<file path="src/rtl/q_ctrl_multi_if.sv">
// Bundle between q_ctrl_multi, the shared Q measurement path and the per-channel
// i_ref drivers. The controller is the master: it issues measurement requests.
interface q_ctrl_multi_if #(
    parameter int BUS_WIDTH    = 10,
    parameter int NUM_CH       = 4,
    parameter int CH_IDX_WIDTH = 2
);
    logic                        enable;
    logic                        mode;
    logic                        ready;
    logic [BUS_WIDTH-1:0]        q_measured;
    logic [NUM_CH*BUS_WIDTH-1:0] q_desired;
    logic [NUM_CH*BUS_WIDTH-1:0] i_ref_max;
    logic                        meas_start;
    logic [CH_IDX_WIDTH-1:0]     meas_ch;
    logic [NUM_CH*BUS_WIDTH-1:0] i_ref;
    logic [NUM_CH-1:0]           locked;
    logic                        busy;

    modport master (
        input  enable, mode, ready, q_measured, q_desired, i_ref_max,
        output meas_start, meas_ch, i_ref, locked, busy
    );

    modport slave (
        output enable, mode, ready, q_measured, q_desired, i_ref_max,
        input  meas_start, meas_ch, i_ref, locked, busy
    );
endinterface

</file>
<file path="src/rtl/q_ctrl_multi.sv">
// Time-multiplexed Q control loop: one bisection search (plus optional tracking)
// per channel, sharing a single Q measurement path served round-robin.
module q_ctrl_multi #(
    parameter int BUS_WIDTH    = 10,
    parameter int NUM_CH       = 4,
    parameter int CH_IDX_WIDTH = 2,
    parameter int TOL          = 1,
    parameter int STEP         = 4,
    parameter int RELOCK_THR   = 50,
    parameter int MAX_ITER     = 12
) (
    input  logic           clk,
    input  logic           rst,
    q_ctrl_multi_if.master bus
);
    localparam int ITER_W = $clog2(MAX_ITER + 1);
    localparam logic [BUS_WIDTH:0]      TOL_W    = (BUS_WIDTH+1)'(TOL);
    localparam logic [BUS_WIDTH:0]      STEP_W   = (BUS_WIDTH+1)'(STEP);
    localparam logic [BUS_WIDTH:0]      RELOCK_W = (BUS_WIDTH+1)'(RELOCK_THR);
    localparam logic [BUS_WIDTH:0]      ONE_W    = (BUS_WIDTH+1)'(1);
    localparam logic [ITER_W-1:0]       ITER_MAX = ITER_W'(MAX_ITER);
    localparam logic [ITER_W-1:0]       ITER_ONE = ITER_W'(1);
    localparam logic [CH_IDX_WIDTH-1:0] CH_LAST  = CH_IDX_WIDTH'(NUM_CH - 1);
    localparam logic [CH_IDX_WIDTH-1:0] CH_ONE   = CH_IDX_WIDTH'(1);

    typedef enum logic [2:0] {
        ST_IDLE   = 3'd0,
        ST_LOAD   = 3'd1,
        ST_START  = 3'd2,
        ST_WAIT   = 3'd3,
        ST_UPDATE = 3'd4,
        ST_NEXT   = 3'd5
    } state_t;

    function automatic logic [BUS_WIDTH:0] abs_err(input logic signed [BUS_WIDTH:0] e);
        logic [BUS_WIDTH:0] mag;
        if (e[BUS_WIDTH]) begin
            mag = $unsigned(-e);
        end else begin
            mag = $unsigned(e);
        end
        return mag;
    endfunction

    // One tracking step, saturating to [0, bound].
    function automatic logic [BUS_WIDTH-1:0] step_ref(input logic [BUS_WIDTH-1:0] cur,
                                                      input logic up,
                                                      input logic [BUS_WIDTH-1:0] bound);
        logic [BUS_WIDTH:0]   sum;
        logic [BUS_WIDTH-1:0] res;
        sum = {1'b0, cur} + STEP_W;
        if (up) begin
            res = (sum > {1'b0, bound}) ? bound : sum[BUS_WIDTH-1:0];
        end else begin
            res = ({1'b0, cur} < STEP_W) ? {BUS_WIDTH{1'b0}} : cur - STEP_W[BUS_WIDTH-1:0];
        end
        return res;
    endfunction

    state_t                  state_r;
    logic [CH_IDX_WIDTH-1:0] ch_r;
    logic                    meas_start_r;
    logic [CH_IDX_WIDTH-1:0] meas_ch_r;
    logic                    busy_r;
    logic [BUS_WIDTH-1:0]    q_cap_r;
    logic [BUS_WIDTH-1:0]    i_ref_r [NUM_CH];
    logic [BUS_WIDTH-1:0]    lo_r    [NUM_CH];
    logic [BUS_WIDTH-1:0]    hi_r    [NUM_CH];
    logic [ITER_W-1:0]       iter_r  [NUM_CH];
    logic [NUM_CH-1:0]       locked_r;
    logic [NUM_CH-1:0]       need_init_r;

    logic [BUS_WIDTH-1:0]    q_des_a [NUM_CH];
    logic [BUS_WIDTH-1:0]    max_a   [NUM_CH];

    for (genvar k = 0; k < NUM_CH; k++) begin : g_pack
        assign q_des_a[k] = bus.q_desired[k*BUS_WIDTH +: BUS_WIDTH];
        assign max_a[k]   = bus.i_ref_max[k*BUS_WIDTH +: BUS_WIDTH];
        assign bus.i_ref[k*BUS_WIDTH +: BUS_WIDTH] = i_ref_r[k];
    end

    assign bus.meas_start = meas_start_r;
    assign bus.meas_ch    = meas_ch_r;
    assign bus.locked     = locked_r;
    assign bus.busy       = busy_r;

    logic signed [BUS_WIDTH:0] err_s;
    logic [BUS_WIDTH:0]        mag_s;
    logic [BUS_WIDTH:0]        sum_s;
    logic [BUS_WIDTH-1:0]      bound_s;
    logic [BUS_WIDTH-1:0]      nxt_ref_s;
    logic [BUS_WIDTH-1:0]      clamped_ref_s;
    logic [BUS_WIDTH-1:0]      nxt_lo_s;
    logic [BUS_WIDTH-1:0]      nxt_hi_s;
    logic [ITER_W-1:0]         nxt_iter_s;
    logic                      nxt_locked_s;
    logic                      nxt_init_s;

    // Next per-channel search state for the channel currently in UPDATE.
    always_comb begin
        bound_s      = max_a[ch_r];
        err_s        = $signed({1'b0, q_des_a[ch_r]}) - $signed({1'b0, q_cap_r});
        mag_s        = abs_err(err_s);
        sum_s        = {(BUS_WIDTH+1){1'b0}};
        nxt_ref_s    = i_ref_r[ch_r];
        nxt_lo_s     = lo_r[ch_r];
        nxt_hi_s     = hi_r[ch_r];
        nxt_iter_s   = iter_r[ch_r];
        nxt_locked_s = locked_r[ch_r];
        nxt_init_s   = 1'b0;
        if (!locked_r[ch_r]) begin
            if (mag_s <= TOL_W) begin
                nxt_locked_s = 1'b1;
            end else begin
                if (err_s[BUS_WIDTH]) begin
                    nxt_hi_s = i_ref_r[ch_r];
                end else begin
                    nxt_lo_s = i_ref_r[ch_r];
                end
                // Sum is one bit wider so the midpoint never overflows.
                sum_s      = {1'b0, nxt_lo_s} + {1'b0, nxt_hi_s};
                nxt_ref_s  = BUS_WIDTH'(sum_s >> 1);
                nxt_iter_s = iter_r[ch_r] + ITER_ONE;
                if (({1'b0, nxt_hi_s} <= ({1'b0, nxt_lo_s} + ONE_W)) || (nxt_iter_s >= ITER_MAX)) begin
                    nxt_locked_s = 1'b1;
                end else begin
                    nxt_locked_s = 1'b0;
                end
            end
        end else if (bus.mode) begin
            if (mag_s > RELOCK_W) begin
                nxt_init_s   = 1'b1;
                nxt_locked_s = 1'b0;
            end else if (mag_s > TOL_W) begin
                nxt_ref_s = step_ref(i_ref_r[ch_r], ~err_s[BUS_WIDTH], bound_s);
            end else begin
                nxt_ref_s = i_ref_r[ch_r];
            end
        end else begin
            nxt_ref_s = i_ref_r[ch_r];
        end
        // A bound lowered since the last visit still takes effect here.
        if (nxt_ref_s > bound_s) begin
            clamped_ref_s = bound_s;
        end else begin
            clamped_ref_s = nxt_ref_s;
        end
    end

    // Scheduler FSM with registered outputs and per-channel state updates.
    always_ff @(posedge clk) begin
        if (rst) begin
            state_r      <= ST_IDLE;
            ch_r         <= {CH_IDX_WIDTH{1'b0}};
            meas_start_r <= 1'b0;
            meas_ch_r    <= {CH_IDX_WIDTH{1'b0}};
            busy_r       <= 1'b0;
            q_cap_r      <= {BUS_WIDTH{1'b0}};
            locked_r     <= {NUM_CH{1'b0}};
            need_init_r  <= {NUM_CH{1'b1}};
            for (int k = 0; k < NUM_CH; k++) begin
                i_ref_r[k] <= {BUS_WIDTH{1'b0}};
                lo_r[k]    <= {BUS_WIDTH{1'b0}};
                hi_r[k]    <= {BUS_WIDTH{1'b0}};
                iter_r[k]  <= {ITER_W{1'b0}};
            end
        end else begin
            case (state_r)
                ST_IDLE: begin
                    if (bus.enable) begin
                        state_r <= ST_LOAD;
                        busy_r  <= 1'b1;
                    end else begin
                        busy_r  <= 1'b0;
                    end
                end
                ST_LOAD: begin
                    if (need_init_r[ch_r]) begin
                        lo_r[ch_r]        <= {BUS_WIDTH{1'b0}};
                        hi_r[ch_r]        <= max_a[ch_r];
                        i_ref_r[ch_r]     <= max_a[ch_r] >> 1;
                        iter_r[ch_r]      <= {ITER_W{1'b0}};
                        locked_r[ch_r]    <= 1'b0;
                        need_init_r[ch_r] <= 1'b0;
                    end
                    meas_start_r <= 1'b1;
                    meas_ch_r    <= ch_r;
                    state_r      <= ST_START;
                end
                ST_START: begin
                    meas_start_r <= 1'b0;
                    state_r      <= ST_WAIT;
                end
                ST_WAIT: begin
                    if (bus.ready) begin
                        q_cap_r <= bus.q_measured;
                        state_r <= ST_UPDATE;
                    end else if (!bus.enable) begin
                        state_r <= ST_IDLE;
                        busy_r  <= 1'b0;
                    end
                end
                ST_UPDATE: begin
                    i_ref_r[ch_r]     <= clamped_ref_s;
                    lo_r[ch_r]        <= nxt_lo_s;
                    hi_r[ch_r]        <= nxt_hi_s;
                    iter_r[ch_r]      <= nxt_iter_s;
                    locked_r[ch_r]    <= nxt_locked_s;
                    need_init_r[ch_r] <= nxt_init_s;
                    state_r           <= ST_NEXT;
                end
                ST_NEXT: begin
                    ch_r <= (ch_r == CH_LAST) ? {CH_IDX_WIDTH{1'b0}} : ch_r + CH_ONE;
                    if (bus.enable) begin
                        state_r <= ST_LOAD;
                    end else begin
                        state_r <= ST_IDLE;
                        busy_r  <= 1'b0;
                    end
                end
                default: begin
                    state_r      <= ST_IDLE;
                    meas_start_r <= 1'b0;
                    busy_r       <= 1'b0;
                end
            endcase
        end
    end
endmodule

</file>
<file path="src/flat_wrapper.sv">
// flat-port wrapper written by rule: the top's interface ports become plain ports
module q_ctrl_multi_flat 
#(
    parameter int BUS_WIDTH    = 10,
    parameter int NUM_CH       = 4,
    parameter int CH_IDX_WIDTH = 2,
    parameter int TOL          = 1,
    parameter int STEP         = 4,
    parameter int RELOCK_THR   = 50,
    parameter int MAX_ITER     = 12
)
  (clk, rst, bus_enable, bus_mode, bus_ready, bus_q_measured, bus_q_desired, bus_i_ref_max, bus_meas_start, bus_meas_ch, bus_i_ref, bus_locked, bus_busy);
  q_ctrl_multi_if #(.BUS_WIDTH(BUS_WIDTH), .NUM_CH(NUM_CH), .CH_IDX_WIDTH(CH_IDX_WIDTH)) bus_i ();
  input  logic clk;
  input  logic rst;
  input wire logic [$bits(bus_i.enable)-1:0] bus_enable;
  input wire logic [$bits(bus_i.mode)-1:0] bus_mode;
  input wire logic [$bits(bus_i.ready)-1:0] bus_ready;
  input wire logic [$bits(bus_i.q_measured)-1:0] bus_q_measured;
  input wire logic [$bits(bus_i.q_desired)-1:0] bus_q_desired;
  input wire logic [$bits(bus_i.i_ref_max)-1:0] bus_i_ref_max;
  output wire logic [$bits(bus_i.meas_start)-1:0] bus_meas_start;
  output wire logic [$bits(bus_i.meas_ch)-1:0] bus_meas_ch;
  output wire logic [$bits(bus_i.i_ref)-1:0] bus_i_ref;
  output wire logic [$bits(bus_i.locked)-1:0] bus_locked;
  output wire logic [$bits(bus_i.busy)-1:0] bus_busy;
  assign bus_i.enable = bus_enable;
  assign bus_i.mode = bus_mode;
  assign bus_i.ready = bus_ready;
  assign bus_i.q_measured = bus_q_measured;
  assign bus_i.q_desired = bus_q_desired;
  assign bus_i.i_ref_max = bus_i_ref_max;
  assign bus_meas_start = bus_i.meas_start;
  assign bus_meas_ch = bus_i.meas_ch;
  assign bus_i_ref = bus_i.i_ref;
  assign bus_locked = bus_i.locked;
  assign bus_busy = bus_i.busy;
  q_ctrl_multi #(.BUS_WIDTH(BUS_WIDTH), .NUM_CH(NUM_CH), .CH_IDX_WIDTH(CH_IDX_WIDTH), .TOL(TOL), .STEP(STEP), .RELOCK_THR(RELOCK_THR), .MAX_ITER(MAX_ITER)) u_core (.clk(clk), .rst(rst), .bus(bus_i));
endmodule
</file>
<file path="config.mk">
export PLATFORM = sky130hd
export DESIGN_NAME = q_ctrl_multi_flat
export DESIGN_NICKNAME = d
export VERILOG_FILES = /design/src/rtl/q_ctrl_multi_if.sv /design/src/rtl/q_ctrl_multi.sv /design/src/flat_wrapper.sv
export SDC_FILE = /design/constraint.sdc
export NUM_CORES = 1
export LEC_CHECK = 0
export CAP_MARGIN = 25
export CORE_MARGIN = 4
export CORE_UTILIZATION = 63
export CTS_BUF_LIST = sky130_fd_sc_hd__clkbuf_8
export DETAILED_ROUTE_END_ITERATION = 10
export MAX_ROUTING_LAYER = met4
export PLACE_DENSITY = 0.95
export SYNTH_ARGS = -nofsm -noshare
export SYNTH_HDL_FRONTEND = slang
export SYNTH_SLANG_ARGS = --single-unit
</file>
<file path="constraint.sdc">
create_clock -name clk -period 25.4 [get_ports clk]
set_input_delay 5.08 -clock clk [delete_from_list [all_inputs] [get_ports clk]]
set_output_delay 5.08 -clock clk [all_outputs]
set_load 0.03 [all_outputs]
</file>
==> impl_metrics.toml <==
[sta]
slew_headroom_pct = 27.7
slew_violations = 0
period_needed_ns = 12.79
timing.hold.ws_ns = 0.467
fmax_mhz = 78.2
rsz0062_at_grt = "false"
hold_violations = 0
setup_tns_ns = 0
finalSetupViolations = 0
tightest_slew_ns = 1.08
finalCritPeriodShare_pct = 50.4
skew_ns = 0.0251

[grt]
grt_pass1_wl_um = 53300
overflow = 0
antenna_found_initial = 0
grt.met1_usage_pct = 43.1
met2_usage_pct = 56.9
grt_pass1_vias = 10073
grt_max_degree = 38
use_met3_pct = 5.73
grt_util_all_layers_pct = 35.1
top_usage_layer = "met2"

[die]
initial_utilization_pct = 64.7
core_area_mm2 = 0.0174
die-width_um = 142
die_h_um = 142
fp-row-count = 48
die-area_mm2 = 0.0201
pin_count = 143

[pwr]
p_total_w = 0.000700
power_per_cell_area_mw_per_mm2 = 52.5
vdd_drop_max_uv = 47.5
p_leak_nw = 4.96

[clock_network]
cts_tree = "yes"
clock_latency_ns = 0.48
cts.hold.buffers_added = 0
postCtsSetupBuffers = 0
cts.sinks = 165
cts_buffers = 17
clk_pin_slew_ns = 0.10
cts_htree_levels = 4
cts_resized = 0
clk_root_buffer_cell = "clkbuf_8"
cts_max_path_buffers = 2

[critical_path]
r2r_end = "u_core.i_ref_r[1][5]"
slowest_delay_ns = 0.52
r2r_slack_ns = 16.92
cp.required_ns = 25.62
path_common_cell = "a21oi_1"
crit_type = "primary input to flop"
path_max_fanout = 37
cpMaxStageDelayCell = "a21oi_1"
r2r_start = "u_core.ch_r[0]"
critical_path.top_delay_family = "compound AO/OA/AOI/OAI gates"
critPathArrivalTime_ns = 13.02
end_kind = "flop"
startpoint_type = "primary input"
r2r_cells = 32
critPathBufInv = 7

[logic_synthesis]
yosysMostFrequentCell = "edfxtp_1"
ys_ff_latch = 165
yosysSeqAreaShare_pct = 41.4
synth_top_flop_cell = "edfxtp_1"
synth_area_leader_cell = "edfxtp_1"
synth_top_area_share_pct = 36.2
synthSimpleGateAreaFrac_pct = 14.8
synth_area_leaders = "edfxtp_1 (36%), mux4_2 (11%), ha_1 (6.6%), dfxtp_1 (5.2%), nor2_1 (4.2%)"
synthArstFlopShare_pct = 0
synth-compound-area-share_pct = 15.7
syn_nets = 1249
synth_top_family_by_area = "compound AO/OA/AOI/OAI gates"
synth_commonest_cells = "edfxtp_1 (136), nor2_1 (126), nand2_1 (115)"
yosysWarnings = 0
synthMuxAreaShare_pct = 13.4
synth_xor_area_share_pct = 2.88
yosysUniqueCellTypes = 86
synth_edf_count = 136
avgSynthCellArea_um2 = 10.3
synthAdderAreaFrac_pct = 6.91
synthCells = 1093
synth_area_mm2 = 0.0113

[run]
max_cap_viol_count = 0

[layout]
area_growth_pct = 18.4
diodes = 0
final_area_mm2 = 0.0133
drive_gt1_share_pct = 12.7
utilization_pct = 76.6
fin_nets = 1366

[run_status]
outcome = "complete, no violations"

[placement]
place.gp.congestion = 1.01
portBuffers = 142
place_area_mm2 = 0.0129
dp_hpwl_um = 23600

[worst_hold_path]
worst_hold_path_type = "flop to flop"
min_from = "u_core.q_cap_r[2]"
hold_path_depth = 2
min_to = "u_core.q_cap_r[2]"

[route]
detail_route.wl_per_cell_um = 23.3
dr.pass1.iters = 7
drt_iter0_markers = 1404
routed_wl_um = 33700
drc_errors = 0
ant_nets = 0
via_per_inst = 6.81
vias = 9863
[cell families (layout without fill, tap and decap cells)]
logic type | Yosys count | after routing
mux | 82 | 82
simple gates | 363 | 363
fa+ha+maj | 61 | 61
xor+xnor | 37 | 37
compound gates | 243 | 243
flops | 165 | 165
buf+inv | 142 | 272
[state kept, by name, summed over array words and instances, names as in the netlist, named ones only]
name                   count
u_core.i_ref_r            40
u_core.bus.busy            1
u_core.state_r             3
u_core.ch_r                2
u_core.bus.meas_start      1
u_core.bus.meas_ch         2
u_core.q_cap_r            10
u_core.bus.locked          4
u_core.iter_r             16
u_core.hi_r               40
u_core.lo_r               40
u_core.need_init_r         4
[metal layers]
| metal | vias up | part of all wire, % |
|---|---|---|
| li1 | 4292 | - |
| met5 | - | 0 |
| met1 | 4698 | 36 |
| met3 | 141 | 10 |
| met4 | 0 | 4.5 |
| met2 | 732 | 49 |
[cells in the final DEF (no fill, tap or decap), types with 17 or more instances in the layout]
| cell | synthesis | final |
|---|---|---|
| clkdlybuf4s50_1 | 0 | 142 |
| edfxtp_1 | 136 | 136 |
| nor2_1 | 126 | 124 |
| nand2_1 | 115 | 115 |
| inv_1 | 77 | 77 |
| a21oi_1 | 68 | 68 |
| ha_1 | 59 | 59 |
| mux4_2 | 54 | 54 |
| o21ai_0 | 29 | 29 |
| dfxtp_1 | 29 | 27 |
| xnor2_1 | 26 | 26 |
| a211oi_1 | 25 | 25 |
| nor3_1 | 23 | 23 |
| mux2i_1 | 20 | 20 |
| nand3_1 | 19 | 19 |
| clkbuf_8 | 0 | 17 |
| buf_4 | 1 | 17 |
[power breakdown]
part / internal, W / switching (W)
Sequential: 0.000303 / 0.00000612
Combinational: 0.0000759 / 0.000109
Clock: 0.0000922 / 0.000113
Total: 0.000471 / 0.000229
[cell type report]
cell class,count,area (um2)
Timing Repair Buffer,162,1610
Clock buffer,17,234
Multi-Input combinational cell,786,6060
Sequential cell,165,4670
Fill cell,1085,4080
Clock inverter,15,194
Inverter,78,293
Tap cell,225,282
[worst max path at each step]
| stage | cells past startpoint | endpoint | startpoint | slack [ns] |
|---|---|---|---|---|
| global placement | 35 | u_core.i_ref_r[1][5] | bus_q_desired[0] | 12.63 |
| detailed placement | 35 | u_core.i_ref_r[1][5] | bus_q_desired[30] | 12.28 |
| floorplan | 36 | u_core.i_ref_r[0][2] | bus_q_desired[30] | 12.88 |
| CTS | 35 | u_core.i_ref_r[1][5] | bus_q_desired[30] | 12.73 |
| finish | 35 | u_core.i_ref_r[1][5] | bus_q_desired[30] | 12.61 |
| global route | 35 | u_core.i_ref_r[1][5] | bus_q_desired[20] | 12.09 |
[per-stage QoR]
step	cells	setup slack (ns)
2_1_floorplan	1093	12.88
3_3_place_gp	1413	12.63
3_5_place_dp	1414	12.28
4_1_cts	1446	12.73
5_1_grt	1448	12.09
6_report	1448	12.61
[worst min-delay path: cells and delay by family, from the launching register on]
kind,cells,cell delay [ns]
AO/OA/AOI/OAI,1,0.05
flip-flops,1,0.32
AND/OR/NAND/NOR,1,0.05
Power figures use the tool's default switching activity.
